===== src/rtl/memwb_prefetch_pkg.sv =====
// Shared sizing and FSM encoding for the memwb read-ahead buffer.
package memwb_prefetch_pkg;
  localparam int PF_ADDRBITS  = 26;
  localparam int PF_DATABITS  = 16;
  localparam int PF_DEPTH     = 8;
  localparam int PF_DEPTHBITS = 3;

  typedef enum logic [1:0] {
    ST_IDLE = 2'd0,
    ST_FILL = 2'd1,
    ST_PASS = 2'd2
  } state_e;
endpackage


===== src/rtl/memwb_prefetch_pf_buf.sv =====
// Read-ahead storage: DEPTH words plus per-word valid bits; clear wins over a same-cycle set.
module pf_buf #(
  parameter int DEPTH     = 8,
  parameter int DEPTHBITS = 3,
  parameter int DATABITS  = 16
) (
  input  logic                 clk_i,
  input  logic                 reset_i,
  input  logic                 wr_i,
  input  logic                 set_i,
  input  logic                 clr_i,
  input  logic [DEPTHBITS-1:0] widx_i,
  input  logic [DATABITS-1:0]  wdat_i,
  input  logic [DEPTHBITS-1:0] ridx_i,
  output logic [DATABITS-1:0]  rdat_o,
  output logic [DEPTH-1:0]     vld_o
);
  logic [DEPTH-1:0][DATABITS-1:0] mem_q;
  logic [DEPTH-1:0]               vld_q, vld_d;

  always_comb begin
    vld_d = vld_q;
    if (wr_i && set_i) vld_d[widx_i] = 1'b1;
    if (clr_i)         vld_d = '0;
  end

  always_ff @(posedge clk_i or negedge reset_i)
    if (!reset_i) vld_q <= '0;
    else          vld_q <= vld_d;

  always_ff @(posedge clk_i)
    if (wr_i) mem_q[widx_i] <= wdat_i;

  assign rdat_o = mem_q[ridx_i];
  assign vld_o  = vld_q;
endmodule


===== src/rtl/memwb_prefetch.sv =====
// Read-ahead buffer between the QSPI memwb master and the NOR slave: misses burst-fill DEPTH words,
// writes pass through and invalidate.
module memwb_prefetch
  import memwb_prefetch_pkg::*;
#(
  parameter int ADDRBITS  = PF_ADDRBITS,
  parameter int DATABITS  = PF_DATABITS,
  parameter int DEPTH     = PF_DEPTH,
  parameter int DEPTHBITS = PF_DEPTHBITS
) (
  input  logic                clk_i,
  input  logic                reset_i,
  input  logic                pf_en_i,
  input  logic                inval_i,
  input  logic                s_cyc_i,
  input  logic                s_stb_i,
  input  logic                s_we_i,
  input  logic [ADDRBITS-1:0] s_adr_i,
  input  logic [DATABITS-1:0] s_dat_i,
  output logic [DATABITS-1:0] s_dat_o,
  output logic                s_ack_o,
  output logic                s_err_o,
  output logic                s_stall_o,
  output logic                m_cyc_o,
  output logic                m_stb_o,
  output logic                m_we_o,
  output logic [ADDRBITS-1:0] m_adr_o,
  output logic [DATABITS-1:0] m_dat_o,
  input  logic [DATABITS-1:0] m_dat_i,
  input  logic                m_ack_i,
  input  logic                m_err_i,
  input  logic                m_stall_i
);
  localparam int CW = DEPTHBITS + 1;

  state_e              state_q, state_d;
  logic [ADDRBITS-1:0] base_q, base_d, wadr_q, wadr_d;
  logic [DATABITS-1:0] wdat_q, wdat_d, dat_q, dat_d;
  logic [CW-1:0]       iss_q, iss_d, rcv_q, rcv_d;
  logic                pf_q, pf_d, pend_q, pend_d, invp_q, invp_d;
  logic                ack_q, ack_d, err_q, err_d, sdone_q, sdone_d;
  logic                buf_wr, buf_clr, req, hit, beat_out, last;
  logic [ADDRBITS-1:0] off;
  logic [CW-1:0]       nbeats;
  logic [DEPTH-1:0]    vld;
  logic [DATABITS-1:0] rdat;

  assign req      = s_cyc_i & s_stb_i & (state_q == ST_IDLE);
  assign off      = s_adr_i - base_q;
  // Bypass mode never serves from the buffer; a same-cycle invalidate forces a miss.
  assign hit      = (off < ADDRBITS'(DEPTH)) && vld[off[DEPTHBITS-1:0]] && pf_en_i && !inval_i;
  assign nbeats   = pf_q ? CW'(DEPTH) : CW'(1);
  assign beat_out = (iss_q != rcv_q);
  assign last     = (rcv_q + CW'(1)) == nbeats;

  pf_buf #(.DEPTH(DEPTH), .DEPTHBITS(DEPTHBITS), .DATABITS(DATABITS)) u_buf (
    .clk_i  (clk_i),
    .reset_i(reset_i),
    .wr_i   (buf_wr),
    .set_i  (pf_q),
    .clr_i  (buf_clr),
    .widx_i (rcv_q[DEPTHBITS-1:0]),
    .wdat_i (m_dat_i),
    .ridx_i (off[DEPTHBITS-1:0]),
    .rdat_o (rdat),
    .vld_o  (vld)
  );

  always_ff @(posedge clk_i or negedge reset_i)
    if (!reset_i) begin
      state_q <= ST_IDLE;
      base_q  <= '0; wadr_q <= '0; wdat_q <= '0; dat_q <= '0;
      iss_q   <= '0; rcv_q  <= '0;
      pf_q    <= 1'b0; pend_q <= 1'b0; invp_q <= 1'b0;
      ack_q   <= 1'b0; err_q  <= 1'b0; sdone_q <= 1'b0;
    end else begin
      state_q <= state_d;
      base_q  <= base_d; wadr_q <= wadr_d; wdat_q <= wdat_d; dat_q <= dat_d;
      iss_q   <= iss_d;  rcv_q  <= rcv_d;
      pf_q    <= pf_d;   pend_q <= pend_d; invp_q <= invp_d;
      ack_q   <= ack_d;  err_q  <= err_d;  sdone_q <= sdone_d;
    end

  always_comb begin
    state_d = state_q;
    base_d = base_q; wadr_d = wadr_q; wdat_d = wdat_q; dat_d = dat_q;
    iss_d = iss_q; rcv_d = rcv_q; pf_d = pf_q; pend_d = pend_q; invp_d = invp_q;
    sdone_d = sdone_q; ack_d = 1'b0; err_d = 1'b0; buf_wr = 1'b0; buf_clr = 1'b0;
    unique case (state_q)
      ST_IDLE: begin
        invp_d = 1'b0;
        if (inval_i) buf_clr = 1'b1;
        if (req && s_we_i) begin
          buf_clr = 1'b1; wadr_d = s_adr_i; wdat_d = s_dat_i; sdone_d = 1'b0;
          state_d = ST_PASS;
        end else if (req && hit) begin
          ack_d = 1'b1; dat_d = rdat;
        end else if (req) begin
          buf_clr = 1'b1; base_d = s_adr_i; pend_d = 1'b1; pf_d = pf_en_i;
          iss_d = '0; rcv_d = '0;
          state_d = ST_FILL;
        end
      end
      ST_FILL: begin
        if (inval_i) invp_d = 1'b1;
        pend_d = pend_q & s_cyc_i;
        if (m_stb_o && !m_stall_i) iss_d = iss_q + CW'(1);
        if (beat_out && m_err_i) begin
          buf_clr = 1'b1; err_d = pend_d; pend_d = 1'b0; invp_d = 1'b0;
          state_d = ST_IDLE;
        end else if (beat_out && m_ack_i) begin
          buf_wr = 1'b1; rcv_d = rcv_q + CW'(1);
          if (rcv_q == '0 && pend_d) begin
            ack_d = 1'b1; dat_d = m_dat_i;
          end
          pend_d = 1'b0;
          if (last) begin
            buf_clr = invp_d; invp_d = 1'b0;
            state_d = ST_IDLE;
          end
        end
      end
      ST_PASS: begin
        if (inval_i) invp_d = 1'b1;
        if (m_stb_o && !m_stall_i) sdone_d = 1'b1;
        if (sdone_q && (m_ack_i || m_err_i)) begin
          ack_d = !m_err_i; err_d = m_err_i;
          buf_clr = invp_d; invp_d = 1'b0;
          state_d = ST_IDLE;
        end
      end
      default: state_d = ST_IDLE;
    endcase
  end

  always_comb begin
    s_stall_o = 1'b0; m_cyc_o = 1'b0; m_stb_o = 1'b0; m_we_o = 1'b0;
    m_adr_o = '0; m_dat_o = '0;
    unique case (state_q)
      ST_FILL: begin
        s_stall_o = 1'b1; m_cyc_o = 1'b1;
        m_stb_o   = (iss_q < nbeats);
        m_adr_o   = base_q + ADDRBITS'(iss_q);
      end
      ST_PASS: begin
        s_stall_o = 1'b1; m_cyc_o = 1'b1; m_we_o = 1'b1;
        m_stb_o   = !sdone_q;
        m_adr_o   = wadr_q; m_dat_o = wdat_q;
      end
      default: ;
    endcase
  end

  assign s_ack_o = ack_q;
  assign s_err_o = err_q;
  assign s_dat_o = dat_q;
endmodule

===== config.mk =====
export PLATFORM = sky130hd
export DESIGN_NAME = memwb_prefetch
export DESIGN_NICKNAME = d
export VERILOG_FILES = /design/src/rtl/memwb_prefetch_pkg.sv /design/src/rtl/memwb_prefetch_pf_buf.sv /design/src/rtl/memwb_prefetch.sv
export SDC_FILE = /design/constraint.sdc
export NUM_CORES = 1
export LEC_CHECK = 0
export ABC_AREA = 0
export CAP_MARGIN = 20
export CORE_ASPECT_RATIO = 0.75
export CORE_UTILIZATION = 45
export CTS_CLUSTER_DIAMETER = 120
export DETAILED_ROUTE_END_ITERATION = 10
export MAX_ROUTING_LAYER = met4
export PLACE_DENSITY = 0.75
export SYNTH_ARGS = -nofsm -noshare
export SYNTH_HDL_FRONTEND = slang
export SYNTH_SLANG_ARGS = --single-unit
export TNS_END_PERCENT = 100

===== constraint.sdc =====
create_clock -name clk_i -period 6.8 [get_ports clk_i]
set_input_delay 0.68 -clock clk_i [delete_from_list [all_inputs] [get_ports clk_i]]
set_output_delay 0.68 -clock clk_i [all_outputs]
set_load 0.02 [all_outputs]

Word level (Yosys, flattened, before mapping)
Cells that the tools add are included.
W data, S select, Z words.
{"block": "classes", "add_sub_neg": 4, "n_lt_le_gt_ge": 5, "eq_ne": 19, "muxes": 76, "bitwise_logic": 6, "n_reduce_logical": 32}
{"cell": "$bwmux W128", "count": 1}
{"cell": "$mux W16", "count": 8}
{"cell": "$pmux W26 S2", "count": 1}
{"cell": "$bmux W16 S3", "count": 1}
{"cell": "$demux W16 S3", "count": 1}
{"cell": "$mux W1", "count": 35}
{"cell": "$pmux W16 S2", "count": 1}
{"cell": "$mux W4", "count": 7}
{"cell": "$add A26 B4 Y26", "count": 1}
{"cell": "$lt A26 B4 Y1 const B", "count": 1}
{"cell": "$sub A26 B26 Y26", "count": 1}
{"cell": "$ne A2 B2 Y1 const B", "count": 9}
{"cell": "$mux W8", "count": 2}
{"cell": "$pmux W4 S2", "count": 2}
{"cell": "$mux W2", "count": 7}
{"cell": "$logic_and A1 B1 Y1", "count": 12}
{"cell": "$reduce_and A6 Y1", "count": 2}
{"cell": "$reduce_and A5 Y1", "count": 2}
{"cell": "$ne A3 B3 Y1 const B", "count": 3}
{"cell": "$pmux W1 S3", "count": 3}
{"cell": "$add A4 B1 Y4 const B", "count": 2}
{"cell": "$lt A3 B4 Y1 const B", "count": 2}
{"cell": "$or A8 B8 Y8", "count": 1}
{"cell": "$pmux W1 S2", "count": 4}
{"cell": "23 further kinds", "count": 33}
{"block": "totals", "register_bits": 236, "in_bits": 68, "output_inout_bits": 64, "wordCells": 164}

Longest topological paths before layout
Gate-level depths: netlist of the first run.
{"block": "depth", "depth_word": 11, "depth_mapped": 14, "ltp_nobuf": 13}

Modules after synthesis
From an unflattened synthesis of the first run, not the netlist that was laid out.
{"block": "unflattened", "cells_unflattened": 1106, "area_unflattened_um2": 12797.3}
{"mod": "memwb_prefetch", "instances": 1, "cells_each": 877, "area_per_inst_um2": 7512.2, "seq_area_each_um2": 2502.4}
{"mod": "pf_buf", "instances": 1, "cells_each": 229, "area_per_inst_um2": 5285.1, "seq_area_each_um2": 4043.9}

Least setup slack after synthesis of the first run
Ideal clock, no wire load.
{"block": "synth_timing", "kind": "input-to-reg", "startpoint": "in s_adr_i[0]", "endpoint": "reg base_q[0]", "setup_time_ns": 0.127, "arrival_time_ns": 3.847, "required_ns": 6.673, "slack_ns": 2.825, "path_stages": 14, "n_path_buf": 1, "path_cell_list": "inv_1 > ha_1 > fa_1 > nor2b_1 > o31ai_2 > a211oi_1 > nor2_1 > xnor2_1 > or4_1 > nor4_4 > nand4_2 > nand3_4 > buf_6 > mux2_1"}
{"block": "synth_via", "elab_chain_len": 9, "elab_cells_between_ends": 10, "classes_between": "add/sub (1); order compare (1); mux (2); bitwise (1); reduce/logical (5)"}
{"item": "start: declaration", "line": "memwb_prefetch.sv:18", "rtl": "input logic [ADDRBITS-1:0] s_adr_i,"}
{"item": "parallel branches: the longest is 9 deep, another holds $sub A26 B26 Y26"}
{"item": "end signal: assignment", "line": "memwb_prefetch.sv:78", "rtl": "base_q <= base_d; wadr_q <= wadr_d; wdat_q <= wdat_d; dat_q <= dat_d;"}
{"item": "end: declaration", "line": "memwb_prefetch.sv:37", "rtl": "logic [ADDRBITS-1:0] base_q, base_d, wadr_q, wadr_d;"}
Several ways; the timed one is not identified. The select of a mux whose other input is x is not followed.
A chain may end at the register's enable or synchronous reset.

Worst setup path after layout of the first run
{"block": "layout_timing", "startpoint": "reg iss_q[0]", "endpoint": "out m_adr_o[25]"}
{"block": "layout_via", "elab_chain_len": 2}
{"item": "start: declaration", "line": "memwb_prefetch.sv:39", "rtl": "logic [CW-1:0] iss_q, iss_d, rcv_q, rcv_d;"}
{"item": "start signal: assignment", "line": "memwb_prefetch.sv:79", "rtl": "iss_q <= iss_d; rcv_q <= rcv_d;"}
{"item": "$add A26 B4 Y26", "line": "memwb_prefetch.sv:143", "rtl": "m_adr_o = base_q + ADDRBITS'(iss_q);"}
{"item": "$pmux W26 S2", "line": "memwb_prefetch.sv:139", "rtl": "unique case (state_q)"}
{"item": "end: declaration", "line": "memwb_prefetch.sv:27", "rtl": "output logic [ADDRBITS-1:0] m_adr_o,"}
Every way passes these cells.

==> flow_summary.yaml, run 1 <==
sta:
  clock-skew-final_ns: 0.00820
  setup_tns_ns: 0
  period_needed_ns: 4.96
  worst-slew-pin-transition_ns: 1.08
  rsz0062_at_grt: "no"
  setup-violations-final: 0
  relSlewSlack: 0.281
  finalCritPeriodShare: 0.730
  timing.final.max_slew_violations: 0
  finalHoldViolations: 0
  clock.fmax_mhz: 201
finish:
  final.fill_count: 2279
  areaGrowthSynthToFinish_pct: 20.1
  multi_input_area_mm2: 0.00545
  drive_above_1_share: 0.0953
  finish.utilization: 0.550
  layout.nets: 1307
  num_antenna_cells: 0
  ff_latch_area_mm2: 0.00655
die:
  die-height_um: 145
  floorplan.rows: 52
  core_area_mm2: 0.0269
  fp.dieW_um: 193
  die-area_mm2: 0.0281
  floorplan.initialDensity: 0.458
  ios: 132
synth:
  ys_async_sr_fraction: 0.458
  synth_common_cells: "nand2_1 (194), edfxtp_1 (128), dfrtp_1 (108)"
  postSynthNetCount: 1194
  synth.lib_cells_used.distinct: 76
  ys_seq_elements: 236
  synth_enable_flop_cells: 128
  synth.top_cells.by_area: "edfxtp_1 (31%), dfrtp_1 (22%), mux4_2 (6.2%)"
  synth_area_per_cell_um2: 11.4
  synth_warnings: 0
  part_of_the_yosys_area_used_for_sequential_elements: 0.530
  syn_area_mm2: 0.0123
  syn_inst: 1086
  synth_largest_area_cell: "edfxtp_1"
  netlist.area_leader.share: 0.311
  post-synth-top-count-cell: "nand2_1"
  postSynth.topFlopCell: "edfxtp_1"
drt:
  ant_nets: 0
  wire_per_inst_um: 19.2
  detail_route.drc_violations: 8
  dr.first_iter.drc_count: 633
  drt-pass1-iter-count: 10
  detail_route.vias_per_cell: 5.68
  via_count: 8914
  wl_um: 30100
critical_path:
  path_common_cell: "a21o_1"
  required_ns: 6.12
  reg2reg_setup_slack_ns: 2.22
  slowest_stage: "clkdlybuf4s50_1"
  critical-path-max-stage-delay_ns: 0.61
  worstPathBufferInverterCount: 1
  cp-start-kind: "flip-flop"
  crit_type: "flip-flop to output port"
  cp_num_cells: 12
  worstSetupEndpointType: "output port"
  r2r-end: "base_q[9]"
  worst-endpoint-arrival_ns: 4.28
  reg2reg_from: "base_q[0]"
  startpoint: "iss_q[0]"
  timing.critical_path.fanout_max: 8
  path_delay_family: "simple AND/OR/NAND/NOR gates"
  cell_chain_of_the_critical_path: "ha_1, a21o_1, a21o_1, a21oi_1, nand2b_1, nor2_1, nand3_1, nor4_1, xor2_1, a22oi_1, nor2b_1, clkdlybuf4s50_1"
  worstRegToRegCells: 11
  worst_setup_path_endpoint: "m_adr_o[25]"
pwr:
  p_leak_nw: 5.78
  power_density_mw_per_mm2: 433
  cell_internal_pwr_w: 0.00391
  clock_power_share: 0.211
  p_comb_frac: 0.474
  power.sequential.fraction: 0.315
  irDropWorstVdd_v: 0.000231
  switching_share: 0.390
  p_sw_w: 0.00250
clock_network:
  tritoncts: "built"
  numCtsBuffers: 24
  cts_resized: 0
  clock_net_sink_count: 236
  htree_num_levels: 1
  ctsLongestPathBuffers: 3
  hold_buffers: 0
  clkLatencyLatePin_ns: 0.53
  worst_setup_hold_path_clk_slew_ns: 0.06
  clock_tree.root_cell: "clkbuf_16"
  postCtsSetupRepairBufs: 0
global_routing:
  grt_pass1_vias: 8619
  grt_antenna_before_repair: 0
  gr-max-usage-layer: "met2"
  grt_use_met3: 0.0299
  track_usage: 0.222
  grt_remaining_overflow: 0
  grt_start_max_net_pins: 77
  global_route.usage.met2: 0.331
  wire_length_of_the_first_global_routing_pass_um: 48400
  global_route_met1_utilization: 0.326
placement:
  dpl.hpwl_um: 20300
  final_weighted_congestion_of_routability_driven_global_placement: 0.923
  placement.io_buffers: 131
status:
  violations: "DRC"
  run_status: "finished with violations"
job:
  drv.max_cap_violation_count: 0
min_path:
  hp-class: "primary input to asynchronous set/reset pin"
## cells by family (layout without fill, tap and decap cells)
| family | count (synthesis) | in the layout | share of synthesized area |
|---|---|---|---|
| buffers and inverters | 98 | 229 | 0.0320 |
| flip-flops | 236 | 236 | 0.530 |
| adder cells (fa/ha/maj) | 40 | 40 | 0.0418 |
| AND/OR/NAND/NOR | 385 | 385 | 0.147 |
| XOR/XNOR | 40 | 40 | 0.0290 |
| AO/OA/AOI/OAI | 187 | 187 | 0.0999 |
| multiplexers | 100 | 100 | 0.120 |
## layer usage
layer  wire length [µm]  share of wire  vias up
met1              14300           0.48     4403
met4                541          0.018        0
li1                   -              -     4170
met5                  0              0        -
met2              13300           0.44      302
met3               1930          0.064       39
## worst min path at each step
stage	to	slack (ns)
6_report	wadr_q[22]	0.18
5_1_grt	wadr_q[21]	0.22
4_1_cts	wadr_q[13]	0.20
3_5_place_dp	wdat_q[14]	0.46
3_3_place_gp	wdat_q[5]	0.45
2_1_floorplan	base_q[0]	0.38
## metrics by stage
step | hold WS (ns) | setup WS, ns | cell area (µm²) | std cells | total power, W
final | 0.181 | 1.84 | 14800 | 1568 | 0.00641
after global routing | 0.224 | 1.66 | 14800 | 1568 | 0.00682
after CTS | 0.199 | 1.88 | 14800 | 1565 | 0.00642
after detailed placement | 0.458 | 1.46 | 14000 | 1521 | 0.00505
after global placement | 0.449 | 1.68 | 14000 | 1521 | 0.00499
after floorplan | 0.384 | 2.83 | 12300 | 1086 | 0.00415
## area by class of cell
| class | instances | share of cell area |
|---|---|---|
| flip-flops and latches | 236 | 0.442 |
| clock buffers | 28 | 0.0429 |
| repair buffers | 141 | 0.0949 |
| clock inverters | 16 | 0.0122 |
| inverters | 44 | 0.0111 |
| multi-input cells | 752 | 0.368 |
| well taps | 351 | 0.0296 |
## state kept, by name (all words and copies together), names as in the netlist, 2 cells and up
| signal | count |
|---|---|
| wadr_q | 26 |
| state_q | 2 |
| u_buf.vld_o | 8 |
| wdat_q | 16 |
| iss_q | 4 |
| u_buf.mem_q | 128 |
| base_q | 26 |
| s_dat_o | 16 |
| rcv_q | 4 |
## layout by cell type (no fill, tap or decap), types with 5 or more instances in the layout
cell type	synthesis	layout
and2_1	18	18
o21a_1	5	5
o21ai_0	44	44
o211ai_1	8	8
or3_1	5	5
mux4_2	34	34
nor3_1	10	8
a21oi_1	45	45
dfrtp_1	108	108
ha_1	38	35
nand3_1	16	15
nor3b_1	5	5
mux2_1	36	36
nand2_1	194	194
xnor2_1	31	31
a21o_1	5	5
clkbuf_16	0	24
or2_2	5	5
edfxtp_1	128	128
nor2b_1	35	35
nand2b_1	6	6
a31oi_1	5	5
inv_1	44	44
mux2i_1	24	24
nand4_1	12	12
a22oi_1	27	27
xor2_1	8	8
nor2_1	55	51
buf_4	1	8
clkdlybuf4s50_1	0	130
mux2_2	6	6
## power groups by stage
stage	Combinational, W	Clock [W]	Sequential, W
floorplan	0.00212	0	0.00203
global placement	0.00297	0	0.00202
detailed placement	0.00301	0	0.00204
CTS	0.00303	0.00138	0.00202
global route	0.00332	0.00144	0.00206
finish	0.00304	0.00136	0.00202
(Power assumes the default switching activity.)
==> run 2: changes to the inputs <==
==> constraint.sdc (replaced) <==
create_clock -name clk_i -period 4.6 [get_ports clk_i]
set_input_delay 0.46 -clock clk_i [delete_from_list [all_inputs] [get_ports clk_i]]
set_output_delay 0.46 -clock clk_i [all_outputs]
set_load 0.02 [all_outputs]
==> run 2 against run 1 <==
  * The flow still finishes with violations (DRC)
  * Final cell count rose by 0.89%
  * Register-to-register slack got worse by 1.5 ns
  * Clock skew rose by 0.0020 ns
  * Die area did not move
  * Total power rose by 50%
  * Sequential power rose by 48%
  * Combinational power rose by 49%
  * Utilization rose by 0.48 points
  * Largest cell class unchanged
  * Worst hold slack got worse by 0.16 ns
  * Non-clock buffer count rose by 12
==> flow_summary.yaml, run 2 (same netlist as run 1, synthesis figures left out) <==
pwr:
  power_density_mw_per_mm2: 643
  irDropWorstVdd_v: 0.000335
  p_leak_nw: 5.86
critical_path:
  slowest_stage: "clkdlybuf4s50_1"
  cell_chain_of_the_critical_path: "ha_1, a21o_1, a21o_1, a21oi_1, nand2b_1, nor2_2, nand3_1, nor4_2, xor2_1, a22oi_1, nor2b_1, clkdlybuf4s50_1"
  reg2reg_from: "base_q[0]"
  reg2reg_setup_slack_ns: 0.75
  path_delay_family: "simple AND/OR/NAND/NOR gates"
  worstPathBufferInverterCount: 1
  worstRegToRegCells: 14
  worst-endpoint-arrival_ns: 3.92
  cp-start-kind: "flip-flop"
  path_common_cell: "a21o_1"
  timing.critical_path.fanout_max: 4
  crit_type: "flip-flop to output port"
  r2r-end: "base_q[9]"
  critical-path-max-stage-delay_ns: 0.62
  required_ns: 4.14
  worstSetupEndpointType: "output port"
clock_network:
  postCtsSetupRepairBufs: 0
  htree_num_levels: 1
  worst_setup_hold_path_clk_slew_ns: 0.06
  clock_tree.root_cell: "clkbuf_16"
  tritoncts: "built"
  clkLatencyLatePin_ns: 0.52
  numCtsBuffers: 25
  ctsLongestPathBuffers: 3
  clock_net_sink_count: 236
drt:
  ant_nets: 0
  via_count: 8904
  dr.first_iter.drc_count: 841
  detail_route.drc_violations: 8
  drt-pass1-iter-count: 9
  detail_route.vias_per_cell: 5.63
  wire_per_inst_um: 19.4
  wl_um: 30600
placement:
  placement.io_buffers: 131
  final_weighted_congestion_of_routability_driven_global_placement: 0.920
  dpl.hpwl_um: 20800
  preCtsSetupSlack_ns: 0.187
  dp_cells: 1536
sta:
  rsz0062_at_grt: "no"
  period_needed_ns: 4.38
  hold-worst-slack_ns: 0.0213
  timing.final.max_slew_violations: 0
  worst-slew-pin-transition_ns: 1.11
  finalCritPeriodShare: 0.951
  relSlewSlack: 0.261
  setup-violations-final: 0
  setup_tns_ns: 0
  clock.fmax_mhz: 228
  final.setup.worst_slack_ns: 0.223
  clock-skew-final_ns: 0.0102
  finalHoldViolations: 0
finish:
  final.fill_count: 2298
  multi_input_area_mm2: 0.00545
  final_common_cell: "nand2_1"
  ff_latch_area_mm2: 0.00655
  largest_registers_ranked_by_flip_flop_count: "u_buf.mem_q (128), base_q (26), wadr_q (26)"
  finish.utilization: 0.555
  num_antenna_cells: 0
  layout.nets: 1320
  largest_register_ff_count: 128
  largest-register: "u_buf.mem_q"
  mostFrequentLayoutCells: "nand2_1 (194), clkdlybuf4s50_1 (130), edfxtp_1 (128)"
  areaGrowthSynthToFinish_pct: 21.1
  drive_above_1_share: 0.102
  post_layout_nonfiller_instances: 1582
global_routing:
  grt_antenna_before_repair: 0
  wire_length_of_the_first_global_routing_pass_um: 48900
  grt_start_max_net_pins: 76
  grt_remaining_overflow: 0
  grt_pass1_vias: 8860
  track_usage: 0.226
die:
  core_area_mm2: 0.0269
  fp.dieW_um: 193
  floorplan.rows: 52
  die-height_um: 145
  ios: 132
  die-area_mm2: 0.0281
  floorplan.initialDensity: 0.458
status:
  run_status: "finished with violations"
  violations: "DRC"
min_path:
  hp-class: "primary input to asynchronous set/reset pin"
job:
  drv.max_cap_violation_count: 0
[run 2: cell count changes in the layout (fill, tap and decap cells not counted), moves of 2 or more]
cell,delta
clkinv_1,-2
buf_12,+2
nor2_2,-3
clkbuf_1,+5
buf_4,+13
clkinv_2,-2
buf_8,-3
nor2_1,+3
[run 2: cell type report]
| cell class | count | share of cell area |
|---|---|---|
| tap | 351 | 0.0294 |
| inverter | 44 | 0.0110 |
| timing repair buffer | 153 | 0.100 |
| multi-input combinational | 752 | 0.365 |
| sequential | 236 | 0.438 |
| clock buffer | 33 | 0.0445 |
| clock inverter | 13 | 0.0124 |
[run 2: worst max path at each step]
stage,startpoint,end,slack (ns),cells after the start
3_5_place_dp,s_adr_i[0],base_q[9],0.19,16
3_3_place_gp,s_adr_i[0],base_q[9],0.32,15
2_1_floorplan,s_adr_i[0],base_q[0],0.85,14
6_report,base_q[1],m_adr_o[25],0.22,12
5_1_grt,base_q[1],m_adr_o[25],0.006,12
4_1_cts,base_q[0],m_adr_o[24],0.09,12
[run 2: what timing repair did]
action / 4_1_cts / 5_1_grt
setup endpoints to repair: 1 / 3
hold buffers: 0 / 0
gates resized for setup: 1 / 2
[run 2: routing by layer]
| layer | global-route usage | part of all wire |
|---|---|---|
| met1 | 0.330 | 0.47 |
| met2 | 0.336 | 0.44 |
| met3 | 0.0329 | 0.068 |
| met4 | 0.0484 | 0.017 |
| met5 | - | 0 |
[run 2: per-stage QoR]
step / instance area (µm²) / total power, W
3_5_place_dp: 14100 / 0.00751
5_1_grt: 15000 / 0.0102
3_3_place_gp: 14100 / 0.00743
6_report: 15000 / 0.00961
2_1_floorplan: 12300 / 0.00614
4_1_cts: 14900 / 0.00964
[run 2: worst register-to-register path: cells and delay by family (launching register included)]
kind            cells  cell delay [ns]
buf+inv             2             0.37
fa+ha+maj           2             0.64
compound gates      3             0.89
simple gates        6             1.07
mux                 1             0.36
flops               1             0.41
[run 2: power by group]
| group | total [W] | switching, W | internal (W) |
|---|---|---|---|
| Clock | 0.00209 | 0.000841 | 0.00125 |
| Combinational | 0.00454 | 0.00254 | 0.00200 |
| Sequential | 0.00298 | 0.000326 | 0.00265 |
